## src/rtl/mem_port_arbiter_if.sv

```systemverilog
// Bus bundle for mem_port_arbiter: instruction master, data master and slave port.
// The "master" modport is the environment side: the core masters and the memory
// together drive requests and slave responses. The "slave" modport is the arbiter.
interface mem_port_arbiter_if #(
  parameter int AW = 32,
  parameter int DW = 32
);
  // Instruction master (read-only, always word sized)
  logic          i_req;
  logic [AW-1:0] i_addr;
  logic [DW-1:0] i_rdata;
  logic          i_ack;
  logic          i_err;
  // Data master (read/write)
  logic          d_req;
  logic          d_we;
  logic [AW-1:0] d_addr;
  logic [DW-1:0] d_wdata;
  logic [1:0]    d_tsize;
  logic [DW-1:0] d_rdata;
  logic          d_ack;
  logic          d_err;
  // Shared slave port
  logic          s_valid;
  logic          s_write;
  logic [AW-1:0] s_addr;
  logic [DW-1:0] s_wdata;
  logic [1:0]    s_tsize;
  logic [DW-1:0] s_rdata;
  logic          s_err;

  modport master (
    output i_req, i_addr, d_req, d_we, d_addr, d_wdata, d_tsize, s_rdata, s_err,
    input  i_rdata, i_ack, i_err, d_rdata, d_ack, d_err,
           s_valid, s_write, s_addr, s_wdata, s_tsize
  );

  modport slave (
    input  i_req, i_addr, d_req, d_we, d_addr, d_wdata, d_tsize, s_rdata, s_err,
    output i_rdata, i_ack, i_err, d_rdata, d_ack, d_err,
           s_valid, s_write, s_addr, s_wdata, s_tsize
  );
endinterface

```

## src/rtl/mem_port_arbiter.sv

```systemverilog
// mem_port_arbiter: shares one memory port between an instruction fetch master
// and a load/store master. One transaction at a time: IDLE -> ACCESS -> RESP.
// Optional feature macro: MEM_ARB_ROUND_ROBIN_EN selects round-robin arbitration;
// when undefined the data master wins every conflict (fixed priority).
// All outputs are registered; LATENCY must lie in 1..7.
module mem_port_arbiter #(
  parameter int AW      = 32,
  parameter int DW      = 32,
  parameter int LATENCY = 1
) (
  input  logic                clk,
  input  logic                rst_n,
  mem_port_arbiter_if.slave   bus
);

  typedef enum logic [1:0] {IDLE, ACCESS, RESP} state_t;

  localparam logic [2:0] LAT_C   = 3'(LATENCY);
  localparam logic [1:0] TSIZE_W = 2'd2;

  state_t        state_q, state_d;
  logic [2:0]    cnt_q, cnt_d;
  logic          owner_d_q, owner_d_d;   // 1: data master owns the access
  logic          s_valid_q, s_valid_d;
  logic          s_write_q, s_write_d;
  logic [AW-1:0] s_addr_q, s_addr_d;
  logic [DW-1:0] s_wdata_q, s_wdata_d;
  logic [1:0]    s_tsize_q, s_tsize_d;
  logic          i_ack_q, i_ack_d;
  logic          i_err_q, i_err_d;
  logic [DW-1:0] i_rdata_q, i_rdata_d;
  logic          d_ack_q, d_ack_d;
  logic          d_err_q, d_err_d;
  logic [DW-1:0] d_rdata_q, d_rdata_d;
  logic          pick_data;

`ifdef MEM_ARB_ROUND_ROBIN_EN
  logic          last_grant_q, last_grant_d; // 1: last grant went to data master

  // Round-robin: on a conflict the master not granted last time wins
  always_comb begin
    pick_data = bus.d_req && (!bus.i_req || !last_grant_q);
  end
`else
  // Fixed priority: data master wins any conflict
  always_comb begin
    pick_data = bus.d_req;
  end
`endif

  // Next-state, latch and registered-output computation
  always_comb begin
    state_d   = state_q;
    cnt_d     = cnt_q;
    owner_d_d = owner_d_q;
    s_valid_d = 1'b0;
    s_write_d = 1'b0;
    s_addr_d  = s_addr_q;
    s_wdata_d = s_wdata_q;
    s_tsize_d = s_tsize_q;
    i_ack_d   = 1'b0;
    i_err_d   = 1'b0;
    i_rdata_d = '0;
    d_ack_d   = 1'b0;
    d_err_d   = 1'b0;
    d_rdata_d = '0;
`ifdef MEM_ARB_ROUND_ROBIN_EN
    last_grant_d = last_grant_q;
`endif
    case (state_q)
      IDLE: begin
        if (bus.i_req || bus.d_req) begin
          state_d   = ACCESS;
          cnt_d     = LAT_C;
          owner_d_d = pick_data;
          s_valid_d = 1'b1;
`ifdef MEM_ARB_ROUND_ROBIN_EN
          last_grant_d = pick_data;
`endif
          if (pick_data) begin
            s_write_d = bus.d_we;
            s_addr_d  = bus.d_addr;
            s_wdata_d = bus.d_wdata;
            s_tsize_d = bus.d_tsize;
          end else begin
            // Fetches are always word reads with no write data
            s_write_d = 1'b0;
            s_addr_d  = bus.i_addr;
            s_wdata_d = '0;
            s_tsize_d = TSIZE_W;
          end
        end
      end
      ACCESS: begin
        cnt_d = cnt_q - 3'd1;
        if (cnt_q == 3'd1) begin
          // Final slave cycle: capture response straight into the owner's outputs
          state_d = RESP;
          if (owner_d_q) begin
            d_ack_d   = 1'b1;
            d_err_d   = bus.s_err;
            d_rdata_d = s_write_q ? '0 : bus.s_rdata;
          end else begin
            i_ack_d   = 1'b1;
            i_err_d   = bus.s_err;
            i_rdata_d = bus.s_rdata;
          end
        end else begin
          s_valid_d = 1'b1;
          s_write_d = s_write_q;
        end
      end
      RESP:    state_d = IDLE;
      default: state_d = IDLE;
    endcase
  end

  // State and output registers; reset aborts any in-flight access
  always_ff @(posedge clk or negedge rst_n) begin
    if (!rst_n) begin
      state_q   <= IDLE;
      cnt_q     <= '0;
      owner_d_q <= 1'b0;
      s_valid_q <= 1'b0;
      s_write_q <= 1'b0;
      s_addr_q  <= '0;
      s_wdata_q <= '0;
      s_tsize_q <= '0;
      i_ack_q   <= 1'b0;
      i_err_q   <= 1'b0;
      i_rdata_q <= '0;
      d_ack_q   <= 1'b0;
      d_err_q   <= 1'b0;
      d_rdata_q <= '0;
    end else begin
      state_q   <= state_d;
      cnt_q     <= cnt_d;
      owner_d_q <= owner_d_d;
      s_valid_q <= s_valid_d;
      s_write_q <= s_write_d;
      s_addr_q  <= s_addr_d;
      s_wdata_q <= s_wdata_d;
      s_tsize_q <= s_tsize_d;
      i_ack_q   <= i_ack_d;
      i_err_q   <= i_err_d;
      i_rdata_q <= i_rdata_d;
      d_ack_q   <= d_ack_d;
      d_err_q   <= d_err_d;
      d_rdata_q <= d_rdata_d;
    end
  end

`ifdef MEM_ARB_ROUND_ROBIN_EN
  // Grant history for round-robin; reset points at the instruction master
  always_ff @(posedge clk or negedge rst_n) begin
    if (!rst_n) last_grant_q <= 1'b0;
    else        last_grant_q <= last_grant_d;
  end
`endif

  assign bus.s_valid = s_valid_q;
  assign bus.s_write = s_write_q;
  assign bus.s_addr  = s_addr_q;
  assign bus.s_wdata = s_wdata_q;
  assign bus.s_tsize = s_tsize_q;
  assign bus.i_ack   = i_ack_q;
  assign bus.i_err   = i_err_q;
  assign bus.i_rdata = i_rdata_q;
  assign bus.d_ack   = d_ack_q;
  assign bus.d_err   = d_err_q;
  assign bus.d_rdata = d_rdata_q;

endmodule

```

## src/flat_wrapper.sv

```systemverilog
// flat-port wrapper written by rule: the top's interface ports become plain ports
module mem_port_arbiter_flat 
#(
  parameter int AW      = 32,
  parameter int DW      = 32,
  parameter int LATENCY = 1
)
  (clk, rst_n, bus_i_req, bus_i_addr, bus_d_req, bus_d_we, bus_d_addr, bus_d_wdata, bus_d_tsize, bus_s_rdata, bus_s_err, bus_i_rdata, bus_i_ack, bus_i_err, bus_d_rdata, bus_d_ack, bus_d_err, bus_s_valid, bus_s_write, bus_s_addr, bus_s_wdata, bus_s_tsize);
  mem_port_arbiter_if #(.AW(AW), .DW(DW)) bus_i ();
  input  logic clk;
  input  logic rst_n;
  input wire logic [$bits(bus_i.i_req)-1:0] bus_i_req;
  input wire logic [$bits(bus_i.i_addr)-1:0] bus_i_addr;
  input wire logic [$bits(bus_i.d_req)-1:0] bus_d_req;
  input wire logic [$bits(bus_i.d_we)-1:0] bus_d_we;
  input wire logic [$bits(bus_i.d_addr)-1:0] bus_d_addr;
  input wire logic [$bits(bus_i.d_wdata)-1:0] bus_d_wdata;
  input wire logic [$bits(bus_i.d_tsize)-1:0] bus_d_tsize;
  input wire logic [$bits(bus_i.s_rdata)-1:0] bus_s_rdata;
  input wire logic [$bits(bus_i.s_err)-1:0] bus_s_err;
  output wire logic [$bits(bus_i.i_rdata)-1:0] bus_i_rdata;
  output wire logic [$bits(bus_i.i_ack)-1:0] bus_i_ack;
  output wire logic [$bits(bus_i.i_err)-1:0] bus_i_err;
  output wire logic [$bits(bus_i.d_rdata)-1:0] bus_d_rdata;
  output wire logic [$bits(bus_i.d_ack)-1:0] bus_d_ack;
  output wire logic [$bits(bus_i.d_err)-1:0] bus_d_err;
  output wire logic [$bits(bus_i.s_valid)-1:0] bus_s_valid;
  output wire logic [$bits(bus_i.s_write)-1:0] bus_s_write;
  output wire logic [$bits(bus_i.s_addr)-1:0] bus_s_addr;
  output wire logic [$bits(bus_i.s_wdata)-1:0] bus_s_wdata;
  output wire logic [$bits(bus_i.s_tsize)-1:0] bus_s_tsize;
  assign bus_i.i_req = bus_i_req;
  assign bus_i.i_addr = bus_i_addr;
  assign bus_i.d_req = bus_d_req;
  assign bus_i.d_we = bus_d_we;
  assign bus_i.d_addr = bus_d_addr;
  assign bus_i.d_wdata = bus_d_wdata;
  assign bus_i.d_tsize = bus_d_tsize;
  assign bus_i.s_rdata = bus_s_rdata;
  assign bus_i.s_err = bus_s_err;
  assign bus_i_rdata = bus_i.i_rdata;
  assign bus_i_ack = bus_i.i_ack;
  assign bus_i_err = bus_i.i_err;
  assign bus_d_rdata = bus_i.d_rdata;
  assign bus_d_ack = bus_i.d_ack;
  assign bus_d_err = bus_i.d_err;
  assign bus_s_valid = bus_i.s_valid;
  assign bus_s_write = bus_i.s_write;
  assign bus_s_addr = bus_i.s_addr;
  assign bus_s_wdata = bus_i.s_wdata;
  assign bus_s_tsize = bus_i.s_tsize;
  mem_port_arbiter #(.AW(AW), .DW(DW), .LATENCY(LATENCY)) u_core (.clk(clk), .rst_n(rst_n), .bus(bus_i));
endmodule
```

## config.mk

```make
export PLATFORM = sky130hd
export DESIGN_NAME = mem_port_arbiter_flat
export DESIGN_NICKNAME = d
export VERILOG_FILES = /design/src/rtl/mem_port_arbiter_if.sv /design/src/rtl/mem_port_arbiter.sv /design/src/flat_wrapper.sv
export SDC_FILE = /design/constraint.sdc
export NUM_CORES = 1
export LEC_CHECK = 0
export CORE_MARGIN = 5
export CORE_UTILIZATION = 43
export DETAILED_ROUTE_END_ITERATION = 7
export GPL_TIMING_DRIVEN = 0
export HOLD_SLACK_MARGIN = 0.03
export PLACE_DENSITY = 0.85
export SLEW_MARGIN = 20
export SYNTH_ARGS = -nofsm -noshare
export SYNTH_HDL_FRONTEND = slang
export SYNTH_SLANG_ARGS = --single-unit
```

## constraint.sdc

```tcl
create_clock -name clk -period 3.85 [get_ports clk]
set_clock_uncertainty 0.2 [all_clocks]
set_input_delay 0.77 -clock clk [delete_from_list [all_inputs] [get_ports clk]]
set_output_delay 0.77 -clock clk [all_outputs]
set_load 0.05 [all_outputs]
```

==> summary.txt <==
Run status
  – Status: finished, final reports clean

Clocking
  – Post-CTS sizing: 0
  – Total clock sinks: 142
  – Clk root buf: clkbuf_16
  – CTS tree: done
  – Clock slew at reported path FFs: 0.06 ns
  – Cts hold-fix bufs: 0
  – Clk_lat worst skew: 0.42 ns
  – CTS Buf Count: 17
  – Clock Path Buffers: 2
  – Post CTS Setup Buffer Count: 0
  – H-tree Lvls: 4

Synthesis
  – Avg Inst Size Synth: 14.8 sq um
  – Post-Synth Adder-Cell Area: 0.462%
  – Post-synth top flop: dfrtp_1
  – Most numerous cell in the Yosys netlist: dfrtp_1
  – Synth top cells by count: dfrtp_1 (142), mux2_2 (64), a22o_1 (33)
  – Area leader, netlist: dfrtp_1
  – Synth Area in XOR/XNOR: 0%
  – Mapped Cells: 365
  – Synth Area in Simple Gates: 10.4%
  – Compound-Gate Fraction of Synth Area: 6.52%
  – Multiplexer area fraction after synthesis: 13.5%
  – Syn_nets: 503
  – Post-synthesis sequential area ratio: 65.6%
  – Unique masters post-synth: 31
  – Synth top area cells: dfrtp_1 (66%), mux2_2 (13%), a22o_1 (5.3%), and3_1 (3.7%), and2_2 (2.5%)
  – Yosys warning count: 0
  – Post-Syn Area: 0.00542 sq mm
  – Seq cells post-synth: 142
  – Async set-or-reset flop fraction in the synthesized netlist: 100%
  – Share of the synthesized area in the top cell type: 65.6%
  – Largest family of logic cells by synthesized area: multiplexers
  – Post-synth EDFFs: 0

Route
  – Per-cell routed wire length: 19.2 um
  – Via total after detailed routing: 4051
  – Iteration-0 DRC Markers: 284
  – First-pass iteration count of the detailed router: 4
  – Residual DRC: 0
  – Antenna-violating nets left: 0
  – Vias per cell: 4.82
  – Wire length after detailed routing: 16100 um

Critical path
  – Worst setup path startpoint: u_core.bus.i_rdata[30]
  – Bufs and invs on worst path: 1
  – CP Data Arrival Time: 1.63 ns
  – Path depth of the worst reg2reg path: 6
  – R2r endpoint: u_core.bus.d_rdata[19]
  – Crit Path Class: reg2out
  – CP max-delay cell: clkdlybuf4s50_1
  – Startpoint types: register
  – WP data required: 2.88 ns
  – Critical Path Fanout Max: 1
  – RR Startpoint: u_core.cnt_q[1]
  – Critical Path Sink: bus_i_rdata[30]
  – Worst path cell trace: clkdlybuf4s50_1
  – Critical path endpoint category: primary output
  – Crit path largest cell delay: 0.85 ns
  – R2R Setup Slk: 2.00 ns
  – Crit-path leading delay family: buffers and inverters
  – WP depth: 1

Floorplan
  – I/O pins: 272
  – Chip height: 122 um
  – Core ar.: 0.0125 sq mm
  – Die area: 0.0149 sq mm
  – Core Rows: 41
  – Die X: 122 um
  – Initial Utilization: 43.4%

STA
  – Pins over their slew limit: 0
  – Tightest Pin Transition: 0.569 ns
  – Tcrit/Tclk final: 67.6%
  – F_max: 384 MHz
  – Final Hold Fails: 0
  – Post-layout min period: 2.60 ns
  – # setup viols final: 0
  – RSZ-0062 raised after global routing: false
  – Slew Limit Headroom: 61.9%

Power and ir drop
  – Cell Pwr Density: 866 mW/mm^2
  – Static leakage: 0.00407 uW
  – Max rail drop VDD: 0.000581 V
  – Power Total: 7760 uW

Global routing
  – Largest net degree at the start of global routing: 85
  – Number of global-route vias before repair: 4517
  – Remaining Overflow, GRT: 0
  – Antenna violations before repair: 0
  – Overall routing resource usage: 22.0%
  – First-pass GRT wire length: 24800 um

Run
  – Maxcap violations: 0

Place
  – RD Place Congestion: 0.847
  – Placed cell count: 808
  – Buffers on Ports: 270
  – Post-place instance area: 0.00837 sq mm
  – DPL Wire Length: 11700 um

Final layout
  – Cell area after layout: 0.00896 sq mm
  – Final Net Count: 793
  – Fin util: 71.9%
  – Fraction of layout cells with a size suffix above 1: 21.4%
  – Ant diodes: 0
  – Layout area overhead: 65.5%
  – Non-filler cells, final: 840

Min path
  – Worst hold-check path type: in2async
per-layer routing:
layer,global-route usage [%],wire [um]
met4,8.75,349
met2,37.7,8020
met1,24.9,6100
met3,8.06,1640
met5,0,0
kinds of logic (layout without fill, tap and decap cells):
| family | after synthesis | count (layout) |
|---|---|---|
| fa+ha+maj | 2 | 2 |
| mux | 65 | 65 |
| flops | 142 | 142 |
| buf+inv | 32 | 335 |
| compound gates | 44 | 44 |
| simple gates | 80 | 80 |
cell type report:
type | count | area (sq um)
well taps | 172 | 215
clock inverters | 15 | 173
repair buffers | 271 | 2740
flip-flops and latches | 142 | 3550
fillers | 813 | 3500
plain buffers | 24 | 160
multi-input cells | 191 | 1670
clock buffers | 17 | 425
inverters | 8 | 30.0
per-stage QoR:
stage          hold slack [ns]  worst slack [ns]  TNS (ns)
3_3_place_gp             0.287             -3.43   -486.02
5_1_grt                 0.0934              1.21         0
4_1_cts                 0.0813              1.22         0
2_1_floorplan            0.274              1.78         0
6_report                0.0631              1.25         0
3_5_place_dp             0.291              1.31         0
how the worst min path moves through the flow:
stage                                 from                      to  slack, ns
global route                         rst_n   u_core.bus.s_addr[25]       0.09
CTS                                  rst_n   u_core.bus.s_addr[25]       0.08
floorplan                            rst_n        u_core.bus.d_ack       0.27
detailed placement  u_core.bus.s_wdata[31]  u_core.bus.s_wdata[31]       0.29
finish                               rst_n   u_core.bus.s_addr[25]       0.06
global placement     u_core.bus.s_addr[29]   u_core.bus.s_addr[29]       0.29
state kept, by name, summed over array words and instances, names as in the netlist:
name / cells
u_core.bus.s_write: 1
u_core.state_q: 2
u_core.bus.s_tsize: 2
u_core.bus.i_rdata: 32
u_core.bus.s_addr: 32
u_core.bus.d_ack: 1
u_core.bus.i_ack: 1
u_core.bus.s_valid: 1
u_core.bus.d_err: 1
u_core.bus.s_wdata: 32
u_core.cnt_q: 3
u_core.owner_d_q: 1
u_core.bus.d_rdata: 32
u_core.bus.i_err: 1
cells in the final DEF (no fill, tap or decap), types with 2 or more instances in the layout:
| cell type | netlist | routed |
|---|---|---|
| a22o_1 | 33 | 33 |
| clkbuf_2 | 4 | 4 |
| inv_1 | 7 | 7 |
| nor2_1 | 4 | 4 |
| buf_6 | 7 | 7 |
| clkdlybuf4s50_1 | 0 | 269 |
| nor2b_1 | 2 | 2 |
| ha_1 | 2 | 2 |
| a21oi_1 | 2 | 2 |
| buf_2 | 10 | 10 |
| and2_2 | 18 | 18 |
| clkbuf_1 | 3 | 3 |
| mux2_2 | 64 | 64 |
| clkinv_2 | 0 | 2 |
| inv_8 | 0 | 3 |
| o21ai_0 | 6 | 6 |
| and2_1 | 6 | 6 |
| nor3_1 | 2 | 2 |
| clkbuf_16 | 0 | 17 |
| dfrtp_1 | 142 | 142 |
| bufinv_16 | 0 | 2 |
| nor3b_1 | 8 | 8 |
| inv_6 | 0 | 6 |
| and3_1 | 32 | 32 |
report_power, final:
group	internal, uW	leakage [uW]	switching [uW]
clock network	977	0.000295	690
logic	1440	0.00193	2420
registers	1970	0.00185	258
total	4390	0.00407	3370
Note: power is estimated with default switching activity, not from simulation.
